### src/rtl/wb_stage.sv
// Writeback stage: retires ALU results directly and aligns/extends load data before the register-file write.
// Optional retired-instruction counter enabled by defining WB_INSTRET_EN.
module wb_stage #(
    parameter int XLEN = 32
) (
    input  logic            clk,
    input  logic            rst,
    input  logic            in_valid,
    output logic            in_ready,
    input  logic [4:0]      in_rd,
    input  logic [XLEN-1:0] in_result,
    input  logic            in_is_load,
    input  logic [2:0]      in_funct3,
    input  logic [1:0]      in_addr_lo,
    input  logic            mem_rvalid,
    input  logic [XLEN-1:0] mem_rdata,
    output logic            write_en,
    output logic [4:0]      rd,
    output logic [XLEN-1:0] rd_val,
    output logic            ld_err
`ifdef WB_INSTRET_EN
    ,
    output logic [63:0]     instret
`endif
);

    typedef enum logic {IDLE, WAIT_LD} state_t;

    state_t          state_q, state_d;
    logic [4:0]      ld_rd_q, ld_rd_d;
    logic [2:0]      ld_f3_q, ld_f3_d;
    logic [1:0]      ld_off_q, ld_off_d;
    logic            write_en_q, write_en_d;
    logic [4:0]      rd_q, rd_d;
    logic [XLEN-1:0] rd_val_q, rd_val_d;
    logic            ld_err_q, ld_err_d;
    logic            retire;

    logic [7:0]      ld_byte;
    logic [15:0]     ld_half;
    logic            ld_legal;
    logic [XLEN-1:0] ld_data;

    assign in_ready = (state_q == IDLE);

    // Load response alignment; legality depends on width and captured offset.
    always_comb begin
        ld_byte  = mem_rdata[{ld_off_q, 3'b000} +: 8];
        ld_half  = mem_rdata[{ld_off_q[1], 4'b0000} +: 16];
        ld_legal = 1'b0;
        ld_data  = '0;
        case (ld_f3_q)
            3'b000: begin ld_legal = 1'b1;          ld_data = {{24{ld_byte[7]}}, ld_byte}; end
            3'b100: begin ld_legal = 1'b1;          ld_data = {24'h0, ld_byte}; end
            3'b001: begin ld_legal = ~ld_off_q[0];  ld_data = {{16{ld_half[15]}}, ld_half}; end
            3'b101: begin ld_legal = ~ld_off_q[0];  ld_data = {16'h0, ld_half}; end
            3'b010: begin ld_legal = (ld_off_q == 2'b00); ld_data = mem_rdata; end
            default: begin ld_legal = 1'b0;         ld_data = '0; end
        endcase
    end

    always_comb begin
        state_d    = state_q;
        ld_rd_d    = ld_rd_q;
        ld_f3_d    = ld_f3_q;
        ld_off_d   = ld_off_q;
        write_en_d = 1'b0;
        rd_d       = rd_q;
        rd_val_d   = rd_val_q;
        ld_err_d   = 1'b0;
        retire     = 1'b0;
        case (state_q)
            IDLE: begin
                if (in_valid) begin
                    if (in_is_load) begin
                        ld_rd_d  = in_rd;
                        ld_f3_d  = in_funct3;
                        ld_off_d = in_addr_lo;
                        state_d  = WAIT_LD;
                    end else begin
                        write_en_d = (in_rd != 5'd0);
                        rd_d       = in_rd;
                        rd_val_d   = in_result;
                        retire     = 1'b1;
                    end
                end
            end
            WAIT_LD: begin
                if (mem_rvalid) begin
                    retire  = 1'b1;
                    state_d = IDLE;
                    if (ld_legal) begin
                        write_en_d = (ld_rd_q != 5'd0);
                        rd_d       = ld_rd_q;
                        rd_val_d   = ld_data;
                    end else begin
                        ld_err_d = 1'b1;
                    end
                end
            end
            default: state_d = IDLE;
        endcase
    end

    always_ff @(posedge clk or negedge rst) begin
        if (!rst) begin
            state_q    <= IDLE;
            ld_rd_q    <= '0;
            ld_f3_q    <= '0;
            ld_off_q   <= '0;
            write_en_q <= 1'b0;
            rd_q       <= '0;
            rd_val_q   <= '0;
            ld_err_q   <= 1'b0;
        end else begin
            state_q    <= state_d;
            ld_rd_q    <= ld_rd_d;
            ld_f3_q    <= ld_f3_d;
            ld_off_q   <= ld_off_d;
            write_en_q <= write_en_d;
            rd_q       <= rd_d;
            rd_val_q   <= rd_val_d;
            ld_err_q   <= ld_err_d;
        end
    end

    assign write_en = write_en_q;
    assign rd       = rd_q;
    assign rd_val   = rd_val_q;
    assign ld_err   = ld_err_q;

`ifdef WB_INSTRET_EN
    logic [63:0] instret_q, instret_d;

    always_comb begin
        instret_d = instret_q + {63'd0, retire};
    end

    always_ff @(posedge clk or negedge rst) begin
        if (!rst) instret_q <= '0;
        else      instret_q <= instret_d;
    end

    assign instret = instret_q;
`else
    logic unused_retire;
    assign unused_retire = retire;
`endif

endmodule

### config.mk
export PLATFORM = sky130hd
export DESIGN_NAME = wb_stage
export DESIGN_NICKNAME = d
export VERILOG_FILES = /design/src/rtl/wb_stage.sv
export SDC_FILE = /design/constraint.sdc
export NUM_CORES = 1
export LEC_CHECK = 0
export BUFFER_PORTS_ARGS = -buffer_cell sky130_fd_sc_hd__clkbuf_2
export CAP_MARGIN = 20
export CORE_UTILIZATION = 34
export DETAILED_ROUTE_END_ITERATION = 16
export SKIP_LAST_GASP = 1
export SYNTH_ARGS = -nofsm -noshare
export SYNTH_HDL_FRONTEND = slang
export SYNTH_SLANG_ARGS = --single-unit
### constraint.sdc
create_clock -name clk -period 4.2 [get_ports clk]
set_input_delay 0.84 -clock clk [delete_from_list [all_inputs] [get_ports clk]]
set_output_delay 0.84 -clock clk [all_outputs]
set_load 0.005 [all_outputs]
==> results of run 1 <==
## synthesized netlist by cell type (2+ instances only)
master     instances
a21oi_2           41
a22oi_4            2
mux2i_1            5
mux2_2            18
dfrtp_1           50
nor3b_4            3
buf_4              5
o21ai_1            9
or4_1              2
a2bb2oi_1          6
nor2b_1            2
buf_6              6
nor2_1            40
nand2_1           18
nand3_1            2
a22oi_1           15
inv_1              2
a21oi_1           30
buf_2              8
clkbuf_1           4
a222oi_1           6
## state kept, by name (all words and copies together), names as in the netlist
register	flops
ld_err	1
ld_f3_q	3
rd_val	32
rd	5
ld_rd_q	5
state_q	1
write_en	1
ld_off_q	2
## logic make-up (layout without fill, tap and decap cells)
group,count (synthesis),in the layout,share of synthesized area
mux,24,24,0.0882
buf+inv,26,132,0.0573
simple gates,74,74,0.125
compound gates,119,119,0.311
flops,50,50,0.418
## cell type report
cell class | count | area, um2
Sequential cell | 50 | 1250
Multi-Input combinational cell | 217 | 1570
Clock inverter | 3 | 26.3
Inverter | 3 | 11.3
Tap cell | 105 | 131
Fill cell | 855 | 4710
Clock buffer | 5 | 68.8
Timing Repair Buffer | 121 | 613
## final timing paths
path,start,endpoint,slack (ps),cells past startpoint
max,state_q,in_ready,1560,2
min,rd_val[25],rd_val[25],530,2
max reg2reg,state_q,rd_val[10],1710,6
min reg2reg,rd_val[25],rd_val[25],530,2
max in group asynchronous,rst,rd_val[6],3170,2
min in group asynchronous,rst,ld_rd_q[4],620,2
## critical path, delay by kind of cell, from the launching register on
| kind | cells | cell delay (ps) |
|---|---|---|
| buffers and inverters | 2 | 870 |
| flip-flops | 1 | 620 |
## through the flow
| stage | hold WS, ps | std cells |
|---|---|---|
| final | 528 | 504 |
| after global routing | 549 | 504 |
| after CTS | 536 | 504 |
| after detailed placement | 512 | 496 |
| after global placement | 501 | 496 |
| after floorplan | 493 | 293 |
## layer usage
layer | global-route usage | vias to the layer above | part of all wire
met1 | 0.235 | 1246 | 0.41
met5 | 0 | - | 0
li1 | - | 1282 | -
met3 | 0.0458 | 11 | 0.074
met4 | 0.0609 | 0 | 0.018
met2 | 0.315 | 96 | 0.50
## power by group through the flow
stage	combinational, mW	clock (mW)	sequential [mW]
floorplan	0.500	0	0.730
global placement	0.703	0	0.759
detailed placement	0.713	0	0.765
CTS	0.716	0.324	0.755
global route	0.790	0.339	0.777
finish	0.707	0.306	0.752
==> impl_metrics.ini, run 1 <==
[global_route]
grt_overflow = 0
grt_max_degree = 75
grt_pass1_wl_um = 12700
grtUsageTotal = 0.187
antenna_found_initial = 0
grt_pass1_vias = 2533

[placement]
placed_cell_area_um2 = 3580
place_congestion = 0.792
dpl_worst_slack_ps = 1690
hpwl_um = 6460
numPortBuffers = 118

[routing]
drt_iter0_drc = 192
drc = 0
wire_per_inst_um = 16.5
first_pass_iters = 5
drt.antenna.violating_nets = 0
routed_wl_um = 8330
vias = 2635
viasPerCell = 5.23

[timing]
max_freq_mhz = 378
fin_crit_sh = 0.630
setup_viol = 0
slew_headroom = 0.347
setup_slack_ps = 1560
period_needed_ps = 2640
tns_ps = 0
finClkSkew_ps = 10.9
hold_violations = 0
tightest_slew_ps = 977
rsz0062_at_grt = no
slew_viol_final = 0

[clock_network]
cts_htree_levels = 2
clockBufferDepth = 2
numCtsBuffers = 5
cts-root-buf = clkbuf_8
cts.clk_slew.worst_paths_ps = 100
clock-sinks = 50
cts_resized = 0
hold_buffers = 0
post_cts.repair.setup_buffers = 0
cts_tree = yes
insertion_delay_ps = 310

[floorplan]
start_util = 0.357
fp.dieArea_um2 = 9180
ios = 119
row_count = 33
core_region_area_um2 = 8380
die_h_um = 95.8
die_w_um = 95.8

[yosys]
synthTopCellsByArea = dfrtp_1 (42%), a21oi_2 (12%), mux2_2 (6.8%)
synth_largest_area_cell = dfrtp_1
synthCells = 293
syn_area_per_cell_um2 = 10.2
synth-edff-count = 0
ys_async_sr_fraction = 1.00
yosysWarnings = 0
synth_area_um2 = 2990
synth.distinct_cells = 40
yosysTopAreaCellShare = 0.418
synthFlopType = dfrtp_1
seq_area_frac_synth = 0.418
syn_nets = 372
ys_seq_elements = 50

[final_layout]
final_common_cell = clkbuf_2
utilization = 0.438
area.growth.synth_to_final_pct = 22.7
drive_gt1_frac = 0.504
mostFrequentLayoutCells = clkbuf_2 (118), dfrtp_1 (50), a21oi_2 (41), nor2_1 (40), a21oi_1 (30)
final_nets = 477
antennaDiodeCount = 0
stdcell_area_um2 = 3670

[power]
pwr-share-comb = 0.400
vdd_drop_max_mv = 0.214
internal_power_mw = 1.08
p_switching_mw = 0.682
pwr-share-seq = 0.426
power_density_nw_per_um2 = 481
netSwitchingFraction = 0.386
p_total_mw = 1.77
pwr-share-clk = 0.174
p_leak_nw = 1.62

[critical_path]
worst_setup_path_start_kind = flip-flop
critPathKind = reg2out
worst_setup_path_end_kind = primary output
cpMaxStageDelayCell = dfrtp_1
cp.arrival_ps = 1800
required_ps = 3360
slowest_delay_ps = 620
critPathMaxFanout = 21
crit_chain = clkinv_1 -> clkbuf_2

[run]
max_cap_viol_count = 0

[status]
outcome = finished, final reports clean

[min_path]
hold_class = reg2reg
(Power assumes the default switching activity.)
==> run 2, diff against run 1 <==
==> constraint.sdc (replaced) <==
create_clock -name clk -period 2.5 [get_ports clk]
set_input_delay 0.5 -clock clk [delete_from_list [all_inputs] [get_ports clk]]
set_output_delay 0.5 -clock clk [all_outputs]
set_load 0.005 [all_outputs]
==> run 2 against run 1 <==
Against the previous run:
- count of clock-buffer cells in the layout is the same
- power grew 71%
- largest cell class unchanged
- via count shrank 1.4%
- sequential cell count is the same
- core utilization grew 0.78 points
- global-route usage is essentially flat
- cell area grew 1.8%
- first-iteration DRC count shrank 34%
- non-clock buffer count grew 5
- sequential power grew 66%
- clock skew grew 0.94 ps
- combinational power grew 75%
==> impl_metrics.ini, run 2 (synthesized netlist as in run 1, its figures left out) <==
[status]
outcome = finished, final reports clean

[timing]
hold_violations = 0
fin_crit_sh = 0.827
tns_ps = 0
rsz0062_at_grt = no
setup_viol = 0
tightest_slew_ps = 728
finClkSkew_ps = 11.8
period_needed_ps = 2070
max_freq_mhz = 484
slew_headroom = 0.515
slew_viol_final = 0

[power]
vdd_drop_max_mv = 0.391
pwr-share-seq = 0.415
p_switching_mw = 1.17
p_leak_nw = 1.65
internal_power_mw = 1.85
pwr-share-comb = 0.410
pwr-share-clk = 0.175
netSwitchingFraction = 0.387
power_density_nw_per_um2 = 808

[final_layout]
fill_cells = 860
largest_register_ffs = 32
antennaDiodeCount = 0
register_area_um2 = 1250
fin_cells = 509
stdcell_area_um2 = 3740
multi_input_area_um2 = 1570
mostFrequentLayoutCells = clkbuf_2 (118), dfrtp_1 (50), a21oi_2 (41), nor2_1 (40), a21oi_1 (30)
drive_gt1_frac = 0.510
final_nets = 482
area.growth.synth_to_final_pct = 24.9
final_common_cell = clkbuf_2

[run]
max_cap_viol_count = 0

[critical_path]
worst_setup_path_end_kind = flip-flop
r2r_cells = 6
cp_common_cell = a21oi_2
crit_chain = mux2_2 -> a22oi_4 -> buf_4 -> a21oi_2 -> a21oi_2 -> a21oi_2
r2r-end = rd_val[29]
cpMaxStageDelayCell = dfrtp_1
r2r_setup_slack_ps = 430
r2r-start = ld_off_q[1]
cp.arrival_ps = 2270
worstSetupStartpoint = ld_off_q[1]
slowest_delay_ps = 610
required_ps = 2710
worst_setup_path_start_kind = flip-flop
critPathMaxFanout = 11
critPathKind = reg2reg

[floorplan]
core_region_area_um2 = 8380
ios = 119
fp.dieArea_um2 = 9180
die_w_um = 95.8
die_h_um = 95.8
row_count = 33
start_util = 0.357

[placement]
placed_cell_area_um2 = 3640
numPortBuffers = 118
hpwl_um = 6650
place_congestion = 0.825
place_inst = 501

[clock_network]
cts_htree_levels = 2
clock-sinks = 50
hold_buffers = 0
numCtsBuffers = 5
cts_tree = yes
cts-root-buf = clkbuf_8
cts_resized = 0
clockBufferDepth = 2
cts.clk_slew.worst_paths_ps = 110
post_cts.repair.setup_buffers = 0
insertion_delay_ps = 310

[routing]
viasPerCell = 5.10
drc = 0
vias = 2598
drt.antenna.violating_nets = 0
drt_iter0_drc = 127
first_pass_iters = 4
wire_per_inst_um = 16.9
routed_wl_um = 8600

[global_route]
grt_pass1_vias = 2458
grtUsageTotal = 0.187
grt_max_degree = 75
grt_overflow = 0
antenna_found_initial = 0
grt_pass1_wl_um = 12800

[min_path]
hold_class = in2async
[run 2: final cells by class]
class	count	share of cell area
clock inverter	3	0.00770
sequential	50	0.335
multi-input combinational	217	0.420
timing repair buffer	126	0.181
inverter	3	0.00301
clock buffer	5	0.0184
tap	105	0.0352
[run 2: stage by stage]
stage	setup WS (ps)	hold slack [ps]	total power [mW]	util
after floorplan	873	204	2.07	-
final	433	186	3.02	0.446
after CTS	432	203	3.04	0.446
after global routing	306	217	3.24	0.446
after global placement	514	497	2.49	0.434
after detailed placement	452	506	2.51	0.434
[run 2: how the worst max path moves through the flow]
stage,to,slack (ps)
finish,rd_val[29],430
CTS,rd_val[29],430
global placement,rd_val[28],510
detailed placement,rd_val[29],450
floorplan,rd_val[1],870
global route,rd_val[24],310
[run 2: power groups by stage]
stage	clock [mW]	sequential [mW]	combinational (mW)
4_1_cts	0.541	1.25	1.25
3_5_place_dp	0	1.27	1.24
2_1_floorplan	0	1.23	0.840
5_1_grt	0.577	1.29	1.38
3_3_place_gp	0	1.26	1.23
6_report	0.530	1.25	1.24
[run 2: metal layers]
metal | vias up | wire length (um) | global-route usage
li1 | 1294 | - | -
met1 | 1217 | 3820 | 0.251
met2 | 80 | 4180 | 0.311
met3 | 7 | 512 | 0.0379
met4 | 0 | 94 | 0.0398
met5 | - | 0 | 0
[run 2: critical path, delay by kind of cell, from the launching register on]
family	cells	cell delay (ps)
AOI/OAI and AO/OA	4	650
DFF	1	610
muxes	1	450
buffers and inverters	1	240
